<file path="config.mk">
export PLATFORM = sky130hd
export DESIGN_NAME = dmem_arbiter
export DESIGN_NICKNAME = d
export VERILOG_FILES = /design/src/rtl/mem_arb_pkg.sv /design/src/rtl/starve_counter.sv /design/src/rtl/dmem_arbiter.sv
export SDC_FILE = /design/constraint.sdc
export NUM_CORES = 1
export LEC_CHECK = 0
export CORE_ASPECT_RATIO = 0.5
export CORE_MARGIN = 2
export CORE_UTILIZATION = 23
export CTS_BUF_LIST = sky130_fd_sc_hd__clkbuf_8
export DETAILED_ROUTE_END_ITERATION = 10
export MAX_ROUTING_LAYER = met4
export PLACE_DENSITY_LB_ADDON = 0.08
export SLEW_MARGIN = 20
export SYNTH_ARGS = -nofsm -noshare
export SYNTH_HDL_FRONTEND = slang
export SYNTH_HIERARCHICAL = 1
export SYNTH_SLANG_ARGS = --single-unit
</file>
<file path="constraint.sdc">
create_clock -name i_clk -period 2.1 [get_ports i_clk]
set_input_delay 0.21 -clock i_clk [delete_from_list [all_inputs] [get_ports i_clk]]
set_output_delay 0.21 -clock i_clk [all_outputs]
set_load 0.05 [all_outputs]
</file>
<file path="src/rtl/mem_arb_pkg.sv">
// rtl/mem_arb_pkg.sv - shared types and widths for the dmem arbiter
// Purpose: arbiter state enum, read-owner enum and dmem port widths.
// Ports: none (package).
package mem_arb_pkg;

  localparam int DMEM_AW = 14;
  localparam int DMEM_DW = 32;
  localparam int DMEM_WE = DMEM_DW / 8;

  typedef enum logic {
    ARB_NORMAL = 1'b0,
    ARB_FORCE  = 1'b1
  } arb_state_t;

  typedef enum logic [1:0] {
    OWN_NONE = 2'd0,
    OWN_CPU  = 2'd1,
    OWN_DMA  = 2'd2
  } owner_t;

endpackage

</file>
<file path="src/rtl/starve_counter.sv">
// rtl/starve_counter.sv - saturating count of consecutive denied DMA cycles
// Purpose: counts denied DMA cycles up to MAX_WAIT and flags when the next
//          denial would reach MAX_WAIT.
// Ports:
//   i_clk  - clock
//   i_rst  - synchronous active-high reset
//   i_inc  - DMA request denied this cycle
//   i_clr  - DMA granted or not requesting this cycle
//   o_hit  - count is one short of MAX_WAIT (a denial now reaches MAX_WAIT)
module starve_counter #(
  parameter int unsigned MAX_WAIT = 8
) (
  input  logic i_clk,
  input  logic i_rst,
  input  logic i_inc,
  input  logic i_clr,
  output logic o_hit
);

  localparam logic [7:0] LP_MAX = 8'(MAX_WAIT);

  logic [7:0] r_count;

  always_ff @(posedge i_clk) begin
    if (i_rst || i_clr) begin
      r_count <= 8'd0;
    end else if (i_inc && (r_count != LP_MAX)) begin
      r_count <= r_count + 8'd1;
    end
  end

  // Depends only on the registered count so the arbiter can combine it with
  // its own same-cycle denial without a combinational loop.
  assign o_hit = (r_count >= (LP_MAX - 8'd1));

endmodule

</file>
<file path="src/rtl/dmem_arbiter.sv">
// rtl/dmem_arbiter.sv - CPU/DMA arbiter for the single-port data memory
// Purpose: CPU-priority arbitration with a starvation-forced DMA grant and
//          routing of one-cycle read data back to the issuing requester.
// Ports:
//   i_clk, i_rst                      - clock, synchronous active-high reset
//   i_cpu_en/we/addr/din              - CPU access request
//   o_cpu_dout                        - CPU read data (dmem data, passthrough)
//   o_cpu_stall                       - CPU access not performed this cycle
//   i_dma_req_valid / o_dma_req_ready - DMA request handshake
//   i_dma_we/addr/din                 - DMA request payload
//   o_dma_rsp_valid / o_dma_rsp_data  - DMA read response
//   o_mem_en/we/addr/din, i_mem_dout  - dmem port
module dmem_arbiter
  import mem_arb_pkg::*;
#(
  parameter int unsigned MAX_WAIT = 8
) (
  input  logic               i_clk,
  input  logic               i_rst,
  input  logic               i_cpu_en,
  input  logic [DMEM_WE-1:0] i_cpu_we,
  input  logic [DMEM_AW-1:0] i_cpu_addr,
  input  logic [DMEM_DW-1:0] i_cpu_din,
  output logic [DMEM_DW-1:0] o_cpu_dout,
  output logic               o_cpu_stall,
  input  logic               i_dma_req_valid,
  output logic               o_dma_req_ready,
  input  logic [DMEM_WE-1:0] i_dma_we,
  input  logic [DMEM_AW-1:0] i_dma_addr,
  input  logic [DMEM_DW-1:0] i_dma_din,
  output logic               o_dma_rsp_valid,
  output logic [DMEM_DW-1:0] o_dma_rsp_data,
  output logic               o_mem_en,
  output logic [DMEM_WE-1:0] o_mem_we,
  output logic [DMEM_AW-1:0] o_mem_addr,
  output logic [DMEM_DW-1:0] o_mem_din,
  input  logic [DMEM_DW-1:0] i_mem_dout
);

  arb_state_t r_state;
  arb_state_t w_state_next;
  owner_t     r_tag;
  logic       w_grant_cpu;
  logic       w_grant_dma;
  logic       w_inc;
  logic       w_clr;
  logic       w_hit;

  starve_counter #(.MAX_WAIT(MAX_WAIT)) u_starve (
    .i_clk (i_clk),
    .i_rst (i_rst),
    .i_inc (w_inc),
    .i_clr (w_clr),
    .o_hit (w_hit)
  );

  always_ff @(posedge i_clk) begin
    if (i_rst) begin
      r_state <= ARB_NORMAL;
    end else begin
      r_state <= w_state_next;
    end
  end

  always_comb begin
    w_grant_cpu  = 1'b0;
    w_grant_dma  = 1'b0;
    w_state_next = ARB_NORMAL;
    if (!i_rst) begin
      // A forced cycle whose DMA request has vanished falls through to the
      // normal priority order, so the CPU is not stalled for nothing.
      if ((r_state == ARB_FORCE) && i_dma_req_valid) begin
        w_grant_dma = 1'b1;
      end else if (i_cpu_en) begin
        w_grant_cpu = 1'b1;
      end else if (i_dma_req_valid) begin
        w_grant_dma = 1'b1;
      end
    end
    w_inc = i_dma_req_valid && !w_grant_dma;
    w_clr = !i_dma_req_valid || w_grant_dma;
    // The denial that brings the count to MAX_WAIT schedules the forced grant.
    if (w_inc && w_hit) begin
      w_state_next = ARB_FORCE;
    end
  end

  assign o_dma_req_ready = w_grant_dma;
  assign o_cpu_stall     = !i_rst && i_cpu_en && !w_grant_cpu;

  always_comb begin
    o_mem_en   = 1'b0;
    o_mem_we   = '0;
    o_mem_addr = '0;
    o_mem_din  = '0;
    if (w_grant_dma) begin
      o_mem_en   = 1'b1;
      o_mem_we   = i_dma_we;
      o_mem_addr = i_dma_addr;
      o_mem_din  = i_dma_din;
    end else if (w_grant_cpu) begin
      o_mem_en   = 1'b1;
      o_mem_we   = i_cpu_we;
      o_mem_addr = i_cpu_addr;
      o_mem_din  = i_cpu_din;
    end
  end

  always_ff @(posedge i_clk) begin
    if (i_rst) begin
      r_tag <= OWN_NONE;
    end else if (o_mem_en && (o_mem_we == '0)) begin
      r_tag <= w_grant_dma ? OWN_DMA : OWN_CPU;
    end else begin
      r_tag <= OWN_NONE;
    end
  end

  // Gated by reset so a response in flight at the reset edge never surfaces.
  assign o_dma_rsp_valid = !i_rst && (r_tag == OWN_DMA);
  assign o_dma_rsp_data  = o_dma_rsp_valid ? i_mem_dout : '0;
  assign o_cpu_dout      = i_mem_dout;

endmodule

</file>
==> impl_metrics.yaml, run 1 <==
outcome:
  status: "finished, final reports clean"
routing:
  routed_wl_mm: 9.305
  vias: 2370
  dr.pass1.iters: 4
  dr.first_iter.drc_count: 140
  viasPerCell: 4.593
  drtAntennaViolNets: 0
  drc: 0
  avgRoutedWirePerCell_microns: 18.03
timing:
  slew_headroom: 0.6608
  hold_viol: 0
  timing.fmax_mhz: 494.0
  worstMarginPinSlew_ns: 0.5072
  timing.hold.ws_ns: 0.5024
  finalCritPeriodShare: 0.9639
  fin_crit_ns: 2.024
  setup_ws_ns: 0.07576
  fin_skew_ns: 0.004699
  slew_viol_final: 0
  setup_violations: 0
clock_tree:
  cts_sinks: 11
  ctsHtreeMaxLevel: 1
  cts_tree: "yes"
  cts_root_buf: "clkbuf_8"
  path_clk_slew_ns: 0.05
  cts_hold_buf: 0
  clk_latency_ns: 0.24
  cts_inserted_buffers: 3
  cts.path.max_buffers: 2
placement:
  gp_congestion: 0.8829
  post-place-ws_ns: 0.09014
  hpwl_mm: 7.885
  place_area_sq_mm: 0.004827
  port_buffers: 253
final_layout:
  fin_area_sq_mm: 0.004882
  mostFrequentLayoutCells: "clkdlybuf4s50_1, buf_12, a22o_1"
  final_common_cell: "clkdlybuf4s50_1"
  finish.utilization: 0.7202
  area_growth_pct: 199.2
  finalNetCount: 562
  final_layout_size_suffix_gt1_frac: 0.2695
  nFillCells: 491
setup_path:
  cp_top_family: "buffers and inverters"
  crit_type: "input pin to primary output"
  cp_slowest_cell: "clkdlybuf4s50_1"
  crit_arrival_ns: 1.81
  crit_top_cell: "buf_12"
  endpoint_kind: "primary output"
  crit_fanout: 47
  critPathMaxStageDelay_ns: 0.51
  cp_cell_sequence: "clkdlybuf4s50_1 > a21boi_4 > nor2b_4 > buf_12 > a22o_1 > buf_12"
  worst-path-buf-inv: 3
  worstPathRequired_ns: 1.89
  cp-start-kind: "input pin"
power:
  internal_power_mw: 0.9156
  power_frac_comb: 0.725
  power.net_switching_mw: 0.6333
  switching_share: 0.4089
  seqPwrFrac: 0.138
  p_clk_frac: 0.137
  irDropWorstVdd_mv: 0.3913
  p_leak_nw: 1.994
  p_per_area_mw_per_mm2: 317.3
synthesis:
  synth_cell_types: 35
  synth_area_leaders: "a22o_1, buf_4, dfxtp_1"
  ys_warn_count: 6
  yosysTopAreaCell: "a22o_1"
  syn_avg_cell_area_sq_um: 7.959
  syn_area_sq_mm: 0.001632
  ys_ff_latch: 11
  async_reset_ff_frac: 0
  synth-edff-count: 0
  syn_nets: 343
  synth_ff_type: "dfxtp_1"
  synth-seq-area-share: 0.1350
  syn-instance-count: 205
  netlist.area_leader.share: 0.2469
floorplan:
  die_y_microns: 63.56
  io_pins: 254
  start_util: 0.2407
  num_rows: 21
  die_area_sq_mm: 0.007824
  die_w_microns: 123.1
  core_area_sq_mm: 0.006779
run:
  max_cap_viol_count: 0
global_routing:
  antenna_found_initial: 1
  overflow: 0
  track_usage: 0.2206
  grt_start_max_net_pins: 48
  grt_pass1_vias: 2191
  grt_first_pass_wirelength_mm: 12.94
worst_hold_path:
  hold_path_class: "flip-flop to flip-flop"
cell families (layout without fill, tap and decap cells):
family / Yosys count / in the layout / synth area share
AOI/OAI and AO/OA: 63 / 63 / 0.3213
xor gates and xnor gates: 2 / 2 / 0.01074
adders and majority gates: 2 / 2 / 0.01533
buffers and inverters: 53 / 271 / 0.2370
DFF: 11 / 11 / 0.1350
muxes: 2 / 2 / 0.01227
other: 0 / 1 / 0
and+or+nand+nor: 72 / 72 / 0.2684
flip-flops by register name, indices dropped and copies added, names as in the netlist:
signal / count
r_tag: 2
u_starve/r_count: 8
r_state: 1
synthesized netlist by cell type, types with 2 or more instances:
master	n
xor2_1	2
dfxtp_1	11
nor2b_1	4
and2_1	33
inv_1	5
nor2_1	10
buf_6	8
ha_1	2
inv_2	2
nand2_1	7
nand4_1	2
o21ai_0	3
mux2i_1	2
a21oi_1	5
a21boi_2	2
nand3_1	2
a32oi_1	4
buf_4	32
a22o_1	46
buf_2	6
or3_1	3
repair_timing:
| item | in CTS | in global routing |
|---|---|---|
| endpoints found under the setup margin | 0 | 12 |
| resized for setup | 0 | 1 |
| setup buffers | 0 | 0 |
final cells by class:
cell class / instances / area (sq um) / share of cell area
multi-input combinational: 141 / 1032 / 0.2114
tap: 92 / 115.1 / 0.02358
antenna: 1 / 2.502 / 0.0005126
clock buffer: 3 / 41.29 / 0.008457
inverter: 7 / 26.28 / 0.005382
clock inverter: 1 / 3.754 / 0.0007688
timing repair buffer: 260 / 3441 / 0.7048
sequential: 11 / 220.2 / 0.04511
stage by stage:
| stage | power, mW | setup TNS [ns] | cells |
|---|---|---|---|
| floorplan | 0.7447 | 0 | 205 |
| global placement | 1.337 | 0 | 511 |
| detailed placement | 1.340 | 0 | 511 |
| CTS | 1.559 | 0 | 515 |
| global route | 1.602 | -0.007357 | 516 |
| finish | 1.549 | 0 | 516 |
routing by layer:
layer / track usage / routed length (microns)
met1: 0.2637 / 3796
met2: 0.3888 / 4738
met3: 0.05344 / 681
met4: 0.02273 / 88
met5: - / 0
worst register-to-register path, delay by kind of cell, from the launching register on:
kind | cells | cell delay (ns)
flops | 1 | 0.34
simple gates | 5 | 1.09
compound gates | 1 | 0.14
path summary, 6_finish.rpt:
path / startpoint / endpoint / slack [ns] / cells past startpoint
worst min register to register: u_starve/r_count[7] / u_starve/r_count[7] / 0.50 / 2
worst max-delay path: i_cpu_en / o_mem_din[28] / 0.08 / 6
worst min-delay path: u_starve/r_count[7] / u_starve/r_count[7] / 0.50 / 2
worst max register to register: r_state / u_starve/r_count[7] / 0.47 / 6
power by group through the flow:
stage | combinational (mW) | clock (mW) | sequential, mW
3_5_place_dp | 1.12 | 0 | 0.218
5_1_grt | 1.16 | 0.231 | 0.214
6_report | 1.12 | 0.212 | 0.214
4_1_cts | 1.13 | 0.219 | 0.214
2_1_floorplan | 0.527 | 0 | 0.218
3_3_place_gp | 1.12 | 0 | 0.218
No activity file was read; power rests on OpenSTA's default activity.
==> run 2, diff against run 1 <==
CORE_AREA = 2 2 98 100   (was unset)
CORE_ASPECT_RATIO = unset   (was 0.5)
CORE_MARGIN = unset   (was 2)
CORE_UTILIZATION = unset   (was 23)
DIE_AREA = 0 0 100 102   (was unset)
==> run 2 against run 1 <==
  * Fmax increased by 3.1%
  * Clock skew is 0.0039 ns lower
  * Worst setup slack improved by 0.062 ns
  * Clock-buffer cell count is the same
  * Non-clock buffer count rose by 1
  * First-iteration DRC count decreased by 64%
  * Die area increased by 30%
  * Flip-flop and latch count did not move
  * Register-to-register slack better by 0.04 ns
  * Cell count is 3.7% higher
  * Worst hold slack better by 0.010 ns
  * Critical path type unchanged
  * Largest cell class unchanged
  * Largest power group unchanged
  * Highest routed layer unchanged
==> impl_metrics.yaml, run 2 (same netlist as run 1, synthesis figures left out) <==
outcome:
  status: "finished, final reports clean"
timing:
  setup_violations: 0
  hold_viol: 0
  fin_crit_ns: 1.962
  worstMarginPinSlew_ns: 0.5063
  slew_headroom: 0.6614
  slew_viol_final: 0
  grt_setup_unrepaired: "no"
  finalCritPeriodShare: 0.9345
  fin_setup_tns_ns: 0
  fin_skew_ns: 0.0007680
  timing.fmax_mhz: 509.6
global_routing:
  grt_pass1_vias: 2265
  antenna_found_initial: 0
  grt_start_max_net_pins: 48
  grt_first_pass_wirelength_mm: 13.16
  track_usage: 0.1714
  overflow: 0
worst_hold_path:
  worstHoldStart: "u_starve/r_count[1]"
  hold_path_end: "u_starve/r_count[1]"
  holdPathStages: 2
  hold_path_class: "flip-flop to flip-flop"
final_layout:
  largest_register: "u_starve/r_count"
  antenna_cells: 0
  largest_reg_flops: 8
  fin_area_sq_mm: 0.004913
  final_common_cell: "clkdlybuf4s50_1"
  top_regs: "u_starve/r_count (8), r_tag (2), r_state (1)"
  mostFrequentLayoutCells: "clkdlybuf4s50_1, buf_12, a22o_1"
  final_layout_size_suffix_gt1_frac: 0.2736
  area_growth_pct: 201.2
  finalNetCount: 563
floorplan:
  die_y_microns: 102
  die_w_microns: 100
  core_area_sq_mm: 0.009109
  start_util: 0.1791
  num_rows: 35
  die_area_sq_mm: 0.01020
  io_pins: 254
clock_tree:
  clk_latency_ns: 0.23
  path_clk_slew_ns: 0.05
  ctsHtreeMaxLevel: 1
  cts_resized: 0
  cts_root_buf: "clkbuf_8"
  cts_inserted_buffers: 3
  cts_setup_buffers: 0
  cts.path.max_buffers: 2
  cts_tree: "yes"
  cts_hold_buf: 0
  cts_sinks: 11
placement:
  place_area_sq_mm: 0.004868
  hpwl_mm: 8.133
  gp_congestion: 0.7691
  port_buffers: 253
setup_path:
  critPathMaxStageDelay_ns: 0.54
  cp_slowest_cell: "clkdlybuf4s50_1"
  crit_type: "input pin to primary output"
  critPathLaunch: "i_dma_req_valid"
  crit_fanout: 47
  worstPathRequired_ns: 1.89
  crit_arrival_ns: 1.75
  cp-start-kind: "input pin"
  rr_startpoint: "r_state"
  crit_top_cell: "buf_12"
  reg2reg_to: "u_starve/r_count[7]"
  r2r_slack_ns: 0.51
  endpoint_kind: "primary output"
  rr_worst_depth: 6
  cp_cell_sequence: "clkdlybuf4s50_1 > and2b_1 > nand2_2 > inv_2 > buf_12 > a22o_1 > buf_12"
routing:
  dr.first_iter.drc_count: 50
  routed_wl_mm: 9.340
  drc: 0
  drtAntennaViolNets: 0
  viasPerCell: 4.299
  vias: 2300
  avgRoutedWirePerCell_microns: 17.46
  dr.pass1.iters: 4
power:
  p_per_area_mw_per_mm2: 314.4
  irDropWorstVdd_mv: 0.1753
  p_leak_nw: 1.998
run:
  max_cap_viol_count: 0
[run 2: cell type report]
type	instances	area [sq um]
Sequential cell	11	220.2
Clock buffer	3	41.29
Clock inverter	1	3.754
Timing Repair Buffer	261	3458
Tap cell	111	138.9
Inverter	7	26.28
Multi-Input combinational cell	141	1025
Fill cell	809	4195
[run 2: report_power, final]
group          switching [mW]  internal, mW  total, mW
Clock                  0.0758         0.128      0.204
Sequential            0.00200         0.212      0.214
Combinational           0.549         0.578       1.13
Total                   0.627         0.918       1.54
[run 2: worst max-delay path by stage]
stage / to / slack (ns) / depth (start not counted)
floorplan: o_mem_addr[10] / 0.39 / 5
global placement: u_starve/r_count[7] / 0.11 / 7
detailed placement: u_starve/r_count[7] / 0.10 / 7
CTS: o_mem_din[27] / 0.15 / 7
global route: o_mem_din[2] / 0.06 / 6
finish: o_mem_din[27] / 0.14 / 7
[run 2: worst max-delay path: cells and delay by family]
kind,cells,cell delay (ns)
AOI/OAI and AO/OA,1,0.26
buffers and inverters,4,0.98
and+or+nand+nor,2,0.27
[run 2: routing by layer]
| metal | GRT usage | up-vias | wire (microns) |
|---|---|---|---|
| met5 | - | - | 0 |
| met4 | 0.03267 | 0 | 108 |
| met3 | 0.02531 | 8 | 619 |
| met2 | 0.3186 | 130 | 5091 |
| met1 | 0.1968 | 1013 | 3519 |
| li1 | - | 1149 | - |
[run 2: stage by stage]
step	total power, mW	std cells	setup slack, ns	utilization	hold WS (ns)
6_report	1.545	535	0.1376	0.5394	0.5127
5_1_grt	1.612	535	0.06063	0.5394	0.5367
4_1_cts	1.561	535	0.1478	0.5394	0.5081
3_5_place_dp	1.351	531	0.1031	0.5345	0.4992
3_3_place_gp	1.348	531	0.1119	0.5345	0.4968
2_1_floorplan	0.7447	205	0.3885	-	0.4074
==> run 3, diff against run 2 <==
CORE_AREA = 2 2 100 102   (was 2 2 98 100)
DIE_AREA = 0 0 102 104   (was 0 0 100 102)
SYNTH_HIERARCHICAL = unset   (was 1)
==> run 3 against run 2 <==
  * Clock power grew 8%
  * Highest routed layer unchanged
  * Area after synthesis shrank 3.2%
  * Sequential power is essentially flat
  * Non-clock buffer count grew 7
  * Clock skew grew 0.012 ns
  * Largest cell class unchanged
  * Clock-buffer cell count is the same
  * Critical endpoint is now o_mem_addr[10]
  * Register-to-register slack gained 0.02 ns
  * Critical path depth shrank 1
  * First-iteration DRC count grew 74%
==> impl_metrics.yaml, run 3 <==
outcome:
  status: "finished, final reports clean"
power:
  power.net_switching_mw: 0.6393
  p_per_area_mw_per_mm2: 309.5
  power_frac_comb: 0.723
  internal_power_mw: 0.9216
  p_leak_nw: 2.008
  switching_share: 0.4096
  power_mw: 1.561
  irDropWorstVdd_mv: 0.1762
  seqPwrFrac: 0.136
  p_clk_frac: 0.142
floorplan:
  die_area_sq_mm: 0.01061
  die_y_microns: 104
  num_rows: 36
  core_area_sq_mm: 0.009549
  start_util: 0.1654
  io_pins: 254
  die_w_microns: 102
final_layout:
  multi_input_area_sq_mm: 0.001060
  mostFrequentLayoutCells: "clkdlybuf4s50_1, buf_12, a22o_1"
  seqCellArea_sq_um: 220.2
  finish.utilization: 0.5282
  nFillCells: 861
  top_regs: "u_starve.r_count (8), r_tag (2), r_state (1)"
  area_growth_pct: 219.4
  finalNetCount: 570
  final_common_cell: "clkdlybuf4s50_1"
  largest_register: "u_starve.r_count"
  largest_reg_flops: 8
  fin_area_sq_mm: 0.005044
  final_layout_size_suffix_gt1_frac: 0.2622
  final_cells: 565
synthesis:
  async_reset_ff_frac: 0
  synth_area_leaders: "a22o_1, buf_4, dfxtp_1"
  syn_avg_cell_area_sq_um: 7.628
  synthTopCellsByCount: "a22o_1, and2_1, buf_4"
  synth_compound_area_frac: 0.3574
  synth_xor_area_frac: 0.01109
  synth_simple_gate_area_frac: 0.2742
  synth_ff_type: "dfxtp_1"
  synth_top_family_by_area: "compound AO/OA/AOI/OAI gates"
  synth_adder_area_share: 0.01585
  ys_ff_latch: 11
  synth-edff-count: 0
  syn_area_sq_mm: 0.001579
  syn_nets: 345
  synth_cell_types: 37
  synth_mux_area_frac: 0
  yosysTopAreaCell: "a22o_1"
  synth-seq-area-share: 0.1395
  ys_warn_count: 0
  syn-instance-count: 207
  netlist.area_leader.share: 0.2552
  synthMostInstantiatedCell: "a22o_1"
setup_path:
  crit_arrival_ns: 1.76
  endpoint_kind: "primary output"
  r2r_slack_ns: 0.53
  crit_fanout: 7
  crit_type: "flip-flop to primary output"
  worstPathRequired_ns: 1.89
  cp-start-kind: "flip-flop"
global_routing:
  track_usage: 0.1805
  grt_pass1_vias: 2527
  grt_start_max_net_pins: 28
  overflow: 0
  grt_first_pass_wirelength_mm: 14.13
  antenna_found_initial: 1
timing:
  slew_viol_final: 0
  timing.fmax_mhz: 506.6
  hold_viol: 0
  setup_violations: 0
  fin_crit_ns: 1.974
  grt_setup_unrepaired: "no"
  timing.hold.ws_ns: 0.4837
  worstMarginPinSlew_ns: 0.5077
  slew_headroom: 0.6605
  fin_skew_ns: 0.01294
  fin_setup_tns_ns: 0
  setup_ws_ns: 0.1262
  finalCritPeriodShare: 0.9399
clock_tree:
  cts_sinks: 11
  cts_root_buf: "clkbuf_8"
  cts_setup_buffers: 0
  clk_latency_ns: 0.25
  cts_inserted_buffers: 3
  path_clk_slew_ns: 0.06
  cts.path.max_buffers: 2
  cts_tree: "yes"
  cts_hold_buf: 0
  ctsHtreeMaxLevel: 1
placement:
  port_buffers: 253
  place_area_sq_mm: 0.004990
  hpwl_mm: 8.719
  post-place-ws_ns: 0.03324
  dpl.cell_count: 560
  gp_congestion: 0.8059
routing:
  viasPerCell: 4.412
  avgRoutedWirePerCell_microns: 17.32
  dr.first_iter.drc_count: 87
  dr.pass1.iters: 4
  drtAntennaViolNets: 0
  routed_wl_mm: 9.785
  drc: 0
  vias: 2493
worst_hold_path:
  hold_path_class: "flip-flop to flip-flop"
run:
  max_cap_viol_count: 0
-- run 3: changes by cell type after synthesis, sizes merged, moves of 3 or more --
cell and delta:
clkbuf +11, buf -9, a21oi +5, inv -5, nor2b -5, nand4 -3
-- run 3: layer usage --
metal / global-route usage / up-vias / wire (microns)
li1: - / 1180 / -
met1: 0.1791 / 1137 / 3316
met2: 0.3492 / 169 / 5380
met3: 0.04839 / 7 / 1003
met4: 0.02952 / 0 / 84
met5: - / - / 0
-- run 3: cell type report --
cell class / instances / share of cell area
inverters: 2 / 0.001488
flip-flops and latches: 11 / 0.04366
clock buffers: 3 / 0.008187
multi-input cells: 146 / 0.2101
repair buffers: 268 / 0.7021
well taps: 133 / 0.03299
diodes: 1 / 0.0004962
clock inverters: 1 / 0.0009923
-- run 3: worst max-delay path, cell delays in order (launching register included) --
cell and delay [ns]:
dfxtp_1 0.46, nand2b_1 0.16, nand2_1 0.11, nor2_4 0.17, buf_4 0.19, a22o_1 0.24
buf_12 0.16
-- run 3: what timing repair did --
item,in CTS,in global routing
endpoints found under the hold margin,0,0
resized for setup,0,2
endpoints found under the setup margin,0,46
-- run 3: power by group through the flow --
stage          clock network (mW)  logic [mW]  registers, mW
2_1_floorplan                   0       0.505          0.216
3_3_place_gp                    0        1.13          0.216
3_5_place_dp                    0        1.14          0.216
4_1_cts                     0.222        1.14          0.212
5_1_grt                     0.233        1.17          0.212
6_report                    0.221        1.13          0.212
-- run 3: kinds of logic after synthesis --
kind of cell	after synthesis
AND/OR/NAND/NOR	71
flip-flops	11
buffers and inverters	50
AO/OA/AOI/OAI	71
XOR/XNOR	2
adder cells (fa/ha/maj)	2
-- run 3: final timing paths --
path,start,end,depth (start not counted)
setup / recovery,r_state,o_mem_addr[10],6
setup reg to reg,r_state,u_starve.r_count[1],5
hold / removal,u_starve.r_count[7],u_starve.r_count[7],2
hold reg to reg,u_starve.r_count[7],u_starve.r_count[7],2
